==> src/rtl/csel_adder_pipe.sv <==
// Pipelined carry-select adder/subtractor: the operand is split into STAGES chunks,
// each chunk being a chain of SEG-bit carry-select segments, with valid/ready flow control.
module csel_adder_pipe #(
  parameter int WIDTH  = 32,
  parameter int SEG    = 8,
  parameter int STAGES = 2
) (
  input  logic             clk,
  input  logic             rst_n,
  input  logic             in_valid,
  output logic             in_ready,
  input  logic [WIDTH-1:0] a,
  input  logic [WIDTH-1:0] b,
  input  logic             cin,
  input  logic             sub,
  output logic             out_valid,
  input  logic             out_ready,
  output logic [WIDTH-1:0] sum,
  output logic             cout,
  output logic             overflow,
  output logic             zero
);

  localparam int C    = WIDTH / STAGES;
  localparam int NSEG = C / SEG;
  localparam int L    = STAGES - 1;

  if (SEG < 1 || STAGES < 1 || STAGES > WIDTH / SEG || (WIDTH % (STAGES * SEG)) != 0) begin : g_bad_params
    $error("csel_adder_pipe: illegal WIDTH/SEG/STAGES combination");
  end

  // Segment 0 ripples from the real chunk carry; later segments pick a precomputed sum.
  function automatic logic [C:0] chunk_add(input logic [C-1:0] x, input logic [C-1:0] y,
                                           input logic ci);
    logic [C-1:0] s;
    logic         c;
    logic [SEG:0] r0;
    logic [SEG:0] r1;
    s = '0;
    c = ci;
    for (int i = 0; i < NSEG; i++) begin
      if (i == 0) begin
        r0 = {1'b0, x[i*SEG +: SEG]} + {1'b0, y[i*SEG +: SEG]} + {{SEG{1'b0}}, c};
        s[i*SEG +: SEG] = r0[SEG-1:0];
        c = r0[SEG];
      end else begin
        r0 = {1'b0, x[i*SEG +: SEG]} + {1'b0, y[i*SEG +: SEG]};
        r1 = {1'b0, x[i*SEG +: SEG]} + {1'b0, y[i*SEG +: SEG]} + {{SEG{1'b0}}, 1'b1};
        s[i*SEG +: SEG] = c ? r1[SEG-1:0] : r0[SEG-1:0];
        c = c ? r1[SEG] : r0[SEG];
      end
    end
    return {c, s};
  endfunction

  logic              advance;
  logic [STAGES-1:0] vld_p;
  logic [STAGES-1:0] v_nx;
  logic [STAGES-1:0] c_nx;
  logic [WIDTH-1:0]  a_p [STAGES];
  logic [WIDTH-1:0]  b_p [STAGES];
  logic [WIDTH-1:0]  s_p [STAGES];
  logic              c_p [STAGES];
  logic [WIDTH-1:0]  a_nx [STAGES];
  logic [WIDTH-1:0]  b_nx [STAGES];
  logic [WIDTH-1:0]  s_nx [STAGES];

  assign out_valid = vld_p[L];
  assign advance   = !out_valid || out_ready;
  assign in_ready  = advance;

  for (genvar k = 0; k < STAGES; k++) begin : g_chunk
    logic [WIDTH-1:0] ai;
    logic [WIDTH-1:0] bi;
    logic [WIDTH-1:0] si;
    logic [WIDTH-1:0] sk;
    logic             ci;
    logic [C:0]       r;

    // Stage k input: chunk 0 sees conditioned operands, later chunks see stage k-1.
    if (k == 0) begin : g_first
      assign ai      = a;
      assign bi      = sub ? ~b : b;
      assign ci      = sub | cin;
      assign si      = '0;
      assign v_nx[k] = in_valid;
    end else begin : g_next
      assign ai      = a_p[k-1];
      assign bi      = b_p[k-1];
      assign ci      = c_p[k-1];
      assign si      = s_p[k-1];
      assign v_nx[k] = vld_p[k-1];
    end

    assign r = chunk_add(ai[k*C +: C], bi[k*C +: C], ci);

    always_comb begin
      sk = si;
      sk[k*C +: C] = r[C-1:0];
    end

    assign a_nx[k] = ai;
    assign b_nx[k] = bi;
    assign s_nx[k] = sk;
    assign c_nx[k] = r[C];
  end

  // Stage registers: valid bits are reset, operand/partial-sum payload is not.
  always_ff @(posedge clk or negedge rst_n) begin
    if (!rst_n) begin
      vld_p <= '0;
    end else if (advance) begin
      vld_p <= v_nx;
    end
  end

  always_ff @(posedge clk) begin
    if (advance) begin
      for (int k = 0; k < L; k++) begin
        a_p[k] <= a_nx[k];
        b_p[k] <= b_nx[k];
        s_p[k] <= s_nx[k];
        c_p[k] <= c_nx[k];
      end
    end
  end

  // Output stage: a bubble advancing in leaves the previous result and flags untouched.
  always_ff @(posedge clk or negedge rst_n) begin
    if (!rst_n) begin
      sum      <= '0;
      cout     <= 1'b0;
      overflow <= 1'b0;
      zero     <= 1'b0;
    end else if (advance && v_nx[L]) begin
      sum      <= s_nx[L];
      cout     <= c_nx[L];
      overflow <= (a_nx[L][WIDTH-1] == b_nx[L][WIDTH-1]) &&
                  (s_nx[L][WIDTH-1] != a_nx[L][WIDTH-1]);
      zero     <= ~|s_nx[L];
    end
  end

endmodule

==> config.mk <==
export PLATFORM = sky130hd
export DESIGN_NAME = csel_adder_pipe
export DESIGN_NICKNAME = d
export VERILOG_FILES = /design/src/rtl/csel_adder_pipe.sv
export SDC_FILE = /design/constraint.sdc
export NUM_CORES = 1
export LEC_CHECK = 0
export BUFFER_PORTS_ARGS = -buffer_cell sky130_fd_sc_hd__buf_2
export CAP_MARGIN = 20
export CORE_MARGIN = 2
export CORE_UTILIZATION = 57
export CTS_BUF_LIST = sky130_fd_sc_hd__clkbuf_8
export DETAILED_ROUTE_END_ITERATION = 16
export PLACE_DENSITY = 0.87
export SLEW_MARGIN = 10
export SYNTH_ARGS = -nofsm -noshare
export SYNTH_HDL_FRONTEND = slang
export SYNTH_SLANG_ARGS = --single-unit
==> constraint.sdc <==
create_clock -name clk -period 4.16 [get_ports clk]
set_input_delay 0.624 -clock clk [delete_from_list [all_inputs] [get_ports clk]]
set_output_delay 0.624 -clock clk [all_outputs]
set_load 0.02 [all_outputs]
# Yosys cells after proc, flatten, opt, wreduce, memory -nomap -nowiden
# Memories as Yosys holds them, arrays and structs flattened.
# Cells that the tools add are included.
[op_classes]
n_addsub = 8
mul = 0
div = 0
magnitude_cmp = 0
eq_ne = 2
shifts = 0
n_mux = 7
bitwise = 2
reduce_logical = 6
[op_table]
columns = ["op", "n"]
rows = [
  ["adder 8 x 8 -> 9 bit", 4],
  ["2-to-1 mux 32 bit", 1],
  ["inverter 32 bit", 1],
  ["OR reduction 32 bit", 1],
  ["adder 9 x 1 -> 9 bit", 2],
  ["adder 9 x 1 -> 9 bit (second input constant)", 2],
  ["2-to-1 mux 8 bit", 2],
  ["2-to-1 mux 1 bit", 4],
  ["logical AND 1 bit", 2],
  ["logical NOT 1 bit", 2],
  ["== test 1 bit", 1],
  ["logical OR 1 bit", 1],
  ["inequality test 1 bit", 1],
  ["bitwise OR 1 bit", 1],
]
[word_totals]
regBits = 37
latch_bits = 0
mem_bits_rw = 162
mem_bits_ro = 0
input_bits = 70
out_inout_bits = 37
word_cells = 34
memories = 4
[memory_table]
columns = ["memory", "words", "word_bits", "read_ports", "rd_clocked_by_memory_dff", "write_ports", "line_no", "source"]
rows = [
  ["a_p", 2, 32, 1, 0, 1, "60", "logic [WIDTH-1:0] a_p [STAGES];"],
  ["b_p", 2, 32, 1, 0, 1, "61", "logic [WIDTH-1:0] b_p [STAGES];"],
  ["s_p", 2, 16, 1, 0, 1, "62", "logic [WIDTH-1:0] s_p [STAGES];"],
  ["c_p", 2, 1, 1, 0, 1, "63", "logic c_p [STAGES];"],
]

# Depth between registers and ports, before layout
# Gate-level depths: netlist of run 1.
# An unclocked memory read counts as a cell.
[logic_depth]
word_depth = 6
depth_mapped = 12
ltp_nobuf = 11

# Worst setup path before layout of run 1
# No wires, ideal clock.
[synth_timing]
path_type = "input -> register"
startpoint = "input port sub"
endpoint = "memory s_p[0][15] (netlist bit) (data pin)"
arrival_time_ns = 3.459
required_time_ns = 3.896
setup_slack_ns = 0.438
stages = 12
path_buffers = 2
path_cell_list = "clkbuf_1 -> clkbuf_1 -> xnor2_1 -> fa_1 -> fa_1 -> nor2b_1 -> o21ai_0 -> a21oi_1 -> o41a_1 -> nand4_1 -> nor4bb_1 -> xnor2_1"
[synth_between]
elab_chain_cells = 4
elab_cells_between_ends = 7
classes_between = "add/sub (4); mux (2); bitwise (1)"
[synth_rtl]
columns = ["item", "line_no", "source"]
rows = [
  ["from (decl)", "15", "input logic sub,"],
  ["2-to-1 mux 32 bit", "83", "assign bi = sub ? ~b : b;"],
  ["adder 8 x 8 -> 9 bit (on tied branches)", "n/a", ""],
  ["adder 9 x 1 -> 9 bit (on tied branches)", "48, 43", ""],
  ["2-to-1 mux 8 bit (*)", "49", "s[i*SEG +: SEG] = c ? r1[SEG-1:0] : r0[SEG-1:0];"],
  ["via g_chunk[0].r[15]", "78", "logic [C:0] r;"],
  ["to (decl)", "62", ""],
]
# The timed path passes the listed nets; every way through them passes the cells marked *.

# Worst setup path after layout of run 1
# Ends and elaborated chain as after synthesis.

==> results.md, run 1 <==
- CTS tree: built
- Total gr overflow: 0
- Residual DRC: 0
- Post-synth EDFFs: 49
- Core Area: 8678 sq um
- Final Power: 3.134 mW
- Leakage power: 2.620 nW
- Worst path required time: 4.27 ns
- Nets: 643
- XOR/XNOR Fraction of Synth Area: 12.76%
- Status: completed
- IO Port Bufs: 106
- Post-synthesis mux area share: under 10%
- Initial DRC Count: 123
- Synth Instances: roughly 430
- Placed wire-length estimate: 7561 um
- Post-synthesis sequential area ratio: 47.29%
- Setup slack, reg-to-reg: 1.11 ns
- Post-synthesis simple-gate area fraction: 10.76%
- Clock Power Share: between 20% and 30%
- YS warnings: 0
- Multi-input gate area: 2557 sq um
- Slew Limit Fails: 0
- Vias in the first global route: 3626
- Fillers: 644
- Synth-to-layout area growth: 17.37%
- Reg-to-Reg End: cout
- Hold buffers post-CTS: 0
- First-pass GRT wire length: 16040 um
- Adder-Cell Fraction of Synth Area: 10.27%
- Slowest stage delay, CP: 0.44 ns
- Largest family of logic cells by synthesized area: XOR/XNOR gates
- Logic pwr share: 38.7%
- Initial Util: 58.42%
- Minimum clock period: 3.082 ns
- Worst VDD drop: 207.0 uV
- Reg clk slew, reported paths: 0.09 ns
- Clock Tree Root: clkbuf_8
- Mean post-synth cell area: roughly 12 sq um
- Fmax: 324.5 MHz
- Crit-path slowest cell: fa_1
- Syn Nets: around 530
- Htree depth: 3
- Worst hold-check path type: in -> async
- # rows: 34
- Min Hold Slack: 0.3532 ns
- Setup bufs post-CTS: 0
- Psw: 1.137 mW
- Max-Slew Margin vs Limit: 44.84%
- Final cell count without fillers: 649
- Placed inst area: 5722 sq um
- Post-synth top area share: around 29%
- Cell Area, Synth: 5070 sq um
- Switch share: 36.28%
- Largest net degree at the start of global routing: 53
- Synth unique cells: 63
- Final Wtd Congestion: 0.9234
- WL/cell: between 15 and 20 um
- Final critical-path share of the clock period: 74.09%
- Register bit count reported by yosys: 86
- Num CTS Buffers: 9
- CTS sink cnt: 86
- Die area: 9665 sq um
- Critical path capture point type: register
- Largest cells by area after synthesis: edfxtp_1, dfrtp_1, ha_1
- Post-DRT Antenna Nets: 0
- Compound-Gate Fraction of Synth Area: 11.92%
- Routed WL: 9760 um
- Maxcap violations: 0
- Least-Margin Pin Slew: 0.8274 ns
- Kind of critical path: in -> reg
- Final Skew: about 0.0098 ns
- Prevailing post-synth register cell: edfxtp_1
- Design area: between 5000 and 6000 sq um
- Crit path DAT: around 3.2 ns
- DRT Pass-1 Iters: 4
- Chip width: between 90 and 100 um
- Initial antenna violation count: 1
- Hold Violations, Final: 0
- Cell taking the most area after synthesis: edfxtp_1
- Internal: 1.997 mW
- Ports: about 110
- Critical Path Start Type: primary input
- Worst r2r src: c_p[0]
- Power Dens Cells: between 500 and 600 nW/um^2
- FF+latch area: 2397 sq um
- Placed insts: 632
- Vias per cell: between 5 and 6
- Skew-Pair Late Insertion Delay: between 0.3 and 0.4 ns
- Worst reg-to-reg path cell count: 10
- Unrepaired setup endpoints after global routing: false
- Worst-path fanout max: 15
- Die Span Y: 98.31 um
- Asr flop ratio synth: 43.02%
- Setup TNS: 0 ns
- Sequential fraction of design power: 40.5%
- Overall routing resource usage: 20.79%
- Final setup fails: 0
- Vias: 3520
- CTS resizes: 0
- CTS Buffer Depth: 2
- Critical path, cell by cell: buf_2, buf_4, xor2_1, inv_1, fa_1, nor2b_1, o21ai_0, a21oi_1, o41a_1, nand4_1, nor4bb_1, xnor2_1
- Share of cells above drive strength 1: 31.67%
-- cells in the final DEF, fill, tap and decap left out, types with 19 or more instances in the layout --
| master | instances |
|---|---|
| buf_2 | 106 |
| dfrtp_1 | 37 |
| edfxtp_1 | 49 |
| ha_1 | 32 |
| inv_1 | 19 |
| mux2_2 | 20 |
| nand2_1 | 29 |
| o21ai_0 | 22 |
| xnor2_1 | 22 |
| xor2_1 | 45 |
-- state kept, by name (all words and copies together), names as in the netlist --
register  count
a_p          16
b_p          16
c_p           1
cout          1
overflow      1
s_p          16
sum          32
vld_p         2
zero          1
-- Yosys cell counts, types with 2 or more instances --
library cell and instances:
o21bai_1 4, nand3_1 4, and3_1 2, nand3b_1 3, nand2_1 30, a21oi_1 16
dfrtp_1 37, nor4_1 4, fa_1 6, or2_2 3, a211oi_2 2, buf_1 4
ha_1 32, o21a_1 3, o21a_2 2, a211oi_1 3, nor3_1 3, o211a_1 2
xor2_1 45, xnor2_1 22, o21ai_1 5, mux2_2 20, nor2_1 15, nand4_1 5
clkbuf_1 7, inv_1 19, xor2_2 2, nor2b_1 6, and2_1 2, o31ai_1 2
or3_1 4, nand2b_1 7, edfxtp_1 49, a21o_1 5, a211o_1 2, o21ai_0 22
-- metal layers --
layer	routed length, um	vias to the layer above	global-route usage (%)
met5	0	-	0
li1	-	1747	-
met3	702	22	5.369
met2	5003	120	36.89
met1	3856	1631	24.11
met4	197	0	8.008
-- through the flow --
stage / utilization [%] / setup WS, ns
final: 68.57 / 1.078
after global routing: 68.54 / 0.9370
after CTS: 68.54 / 1.101
after detailed placement: 65.93 / 0.7202
after global placement: 65.93 / 0.8418
after floorplan: - / 0.4375
-- area by class of cell --
type	instances	share of cell area (%)
diodes	1	0.04205
multi-input cells	309	42.98
clock buffers	9	2.082
well taps	108	2.271
flip-flops and latches	86	40.29
repair buffers	110	9.420
inverters	19	1.198
clock inverters	7	1.724
-- cells by family after synthesis --
group / count (synthesis)
mux: 21
simple gates: 97
fa+ha+maj: 38
flops: 86
buf+inv: 31
xor+xnor: 70
compound gates: 83
-- worst max path at each step --
| stage | slack, ns | from | endpoint | cells past startpoint |
|---|---|---|---|---|
| final | 1.08 | sub | s_p[0][15] | 12 |
| after floorplan | 0.44 | sub | s_p[0][15] | 12 |
| after detailed placement | 0.72 | sub | s_p[0][15] | 12 |
| after CTS | 1.10 | sub | s_p[0][15] | 12 |
| after global placement | 0.84 | sub | s_p[0][15] | 11 |
| after global routing | 0.94 | sub | s_p[0][15] | 12 |
-- power by group through the flow --
stage	clock network, mW	logic [mW]	registers [mW]
global route	0.698	1.33	1.30
detailed placement	0	1.21	1.29
global placement	0	1.17	1.27
finish	0.654	1.21	1.27
floorplan	0	0.685	1.46
CTS	0.664	1.22	1.27
-- critical path: cells and delay by family --
family	cells	cell delay, ns
simple gates	3	0.68
compound gates	3	0.59
buf+inv	3	0.49
fa+ha+maj	1	0.44
xor+xnor	2	0.35
Power figures use the tool's default switching activity.
==> run 2, diff against run 1 <==
==> constraint.sdc (replaced) <==
create_clock -name clk -period 3.14 [get_ports clk]
set_input_delay 0.471 -clock clk [delete_from_list [all_inputs] [get_ports clk]]
set_output_delay 0.471 -clock clk [all_outputs]
set_load 0.02 [all_outputs]
==> results.md, run 2 (synthesized netlist as in run 1, its figures left out) <==
- Critical Path Start Type: register (was primary input)
- Worst VDD drop: 263.6 uV (was 207.0 uV)
- Clock Tree Root: clkbuf_8 (unchanged)
- Final Wtd Congestion: 0.9054 (was 0.9234)
- Least-Margin Pin Slew: 0.8332 ns (was 0.8274 ns)
- Residual DRC: 0 (unchanged)
- Vias: 3542 (was 3520)
- CTS resizes: 0 (unchanged)
- Crit path DAT: 3.20 ns (was 3.19 ns)
- IO Port Bufs: 106 (unchanged)
- Overall routing resource usage: 21.43% (was 20.79%)
- Vias in the first global route: 3655 (was 3626)
- Worst-path fanout max: 4 (was 15)
- Nets: 648 (was 643)
- Initial Util: 58.42% (unchanged)
- # rows: 34 (unchanged)
- Synth-to-layout area growth: 17.87% (was 17.37%)
- Vias per cell: 5.424 (about the same)
- Hold Violations, Final: 0 (unchanged)
- Routed WL: 9843 um (was 9760 um)
- Final Skew: 0.008587 ns (was 0.009790 ns)
- Design area: 5976 sq um (was 5951 sq um)
- Placed wire-length estimate: 7810 um (was 7561 um)
- Worst path required time: 3.38 ns (was 4.27 ns)
- First-pass GRT wire length: 16440 um (was 16040 um)
- Hold buffers post-CTS: 0 (unchanged)
- Status: completed (unchanged)
- Critical path capture point type: register (unchanged)
- Share of cells above drive strength 1: 32.11% (was 31.67%)
- Reg clk slew, reported paths: 0.09 ns (about the same)
- Total gr overflow: 0 (unchanged)
- Core Util, Final: 68.86% (was 68.57%)
- Minimum clock period: approximately 3.0 ns
- Leakage power: 2.641 nW (was 2.620 nW)
- Num CTS Buffers: 9 (unchanged)
- Skew-Pair Late Insertion Delay: 0.36 ns (was 0.35 ns)
- CTS Buffer Depth: 2 (unchanged)
- Final setup fails: 0 (unchanged)
- Number of flip-flops in the largest register: 32 (unchanged)
- Slew Limit Fails: 0 (unchanged)
- Setup bufs post-CTS: 0 (unchanged)
- Power Dens Cells: 685.5 nW/um^2 (was 526.7 nW/um^2)
- Post-DRT Antenna Nets: 0 (unchanged)
- Initial DRC Count: 138 (was 123)
- Kind of critical path: reg -> reg (was in -> reg)
- Largest net degree at the start of global routing: 53 (unchanged)
- Die area: 9665 sq um (unchanged)
- Largest register by flop count: sum (unchanged)
- Unrepaired setup endpoints after global routing: false (unchanged)
- Maxcap violations: 0 (unchanged)
- Commonest non-fill, non-tap cell in the layout: buf_2 (unchanged)
- Die Span Y: 98.31 um (unchanged)
- Core Area: 8678 sq um (unchanged)
- Chip width: 98.31 um (unchanged)
- DRT Pass-1 Iters: 4 (unchanged)
- Placed inst area: 5769 sq um (was 5722 sq um)
- WL/cell: 15.07 um (was 15.04 um)
- Fmax: 338.2 MHz
- Ports: 107 (unchanged)
- Initial antenna violation count: 0 (was 1)
- CTS tree: built (unchanged)
- Worst hold-check path type: in -> async (unchanged)
- ANT cells: 0 (was 1)
- Htree depth: 3 (unchanged)
- Final critical-path share of the clock period: 94.16%
- Max-Slew Margin vs Limit: 44.45% (was 44.84%)
- Commonest cells after routing, fill and taps aside: buf_2, edfxtp_1, xor2_1 (unchanged)
- CTS sink cnt: 86 (unchanged)
==> run 2: layer usage <==
layer	global-route usage, %	wire [um]
met1	23.83	3865
met2	39.40	5279
met3	4.366	453
met4	9.378	245
met5	0	0
==> run 2: critical path, stage by stage (launching register included) <==
cell and delay, ns:
edfxtp_1 0.35, inv_1 0.10, fa_1 0.46, fa_1 0.42, nor2b_1 0.16, o21bai_1 0.17, a211o_1 0.40, nor4_4 0.27
xor2_2 0.21, xnor2_1 0.09, a22o_1 0.18
==> run 2: final timing paths <==
check / slack (ns) / endpoint / start / cells past startpoint
worst max-delay path: 0.18 / overflow / c_p[0] / 10
worst min-delay path: 0.21 / sum[17] / rst_n / 1
worst max register to register: 0.18 / overflow / c_p[0] / 10
worst min register to register: 0.48 / sum[18] / sum[18] / 2
max in group asynchronous: 2.40 / sum[11] / rst_n / 1
min in group clk: 0.28 / a_p[0][28] / a[28] / 1
==> run 2: cell type report <==
cell class                      count  area (sq um)
Fill cell                         656          2703
Multi-Input combinational cell    309          2555
Sequential cell                    86          2397
Timing Repair Buffer              115         610.6
Clock buffer                       10         137.6
Tap cell                          108         135.1
Inverter                           19         71.32
Clock inverter                      6         68.82
==> run 2: power breakdown <==
group	leakage, nW	switching (mW)	internal (mW)
Clock	0.109	0.404	0.396
Sequential	0.936	0.143	1.53
Combinational	1.60	0.956	0.663
Total	2.64	1.50	2.59
==> run 2: through the flow <==
step                total power [mW]  std cells  setup WS, ns  setup TNS (ns)  hold slack [ns]
finish                         4.097        653        0.1833               0           0.2097
global route                   4.350        653      0.003073               0           0.2667
CTS                            4.134        653        0.1599               0           0.2242
detailed placement             3.332        637      -0.02616        -0.02616           0.4689
global placement               3.247        637        0.1353               0           0.4565
floorplan                      2.837        426      -0.06758        -0.06758           0.1754
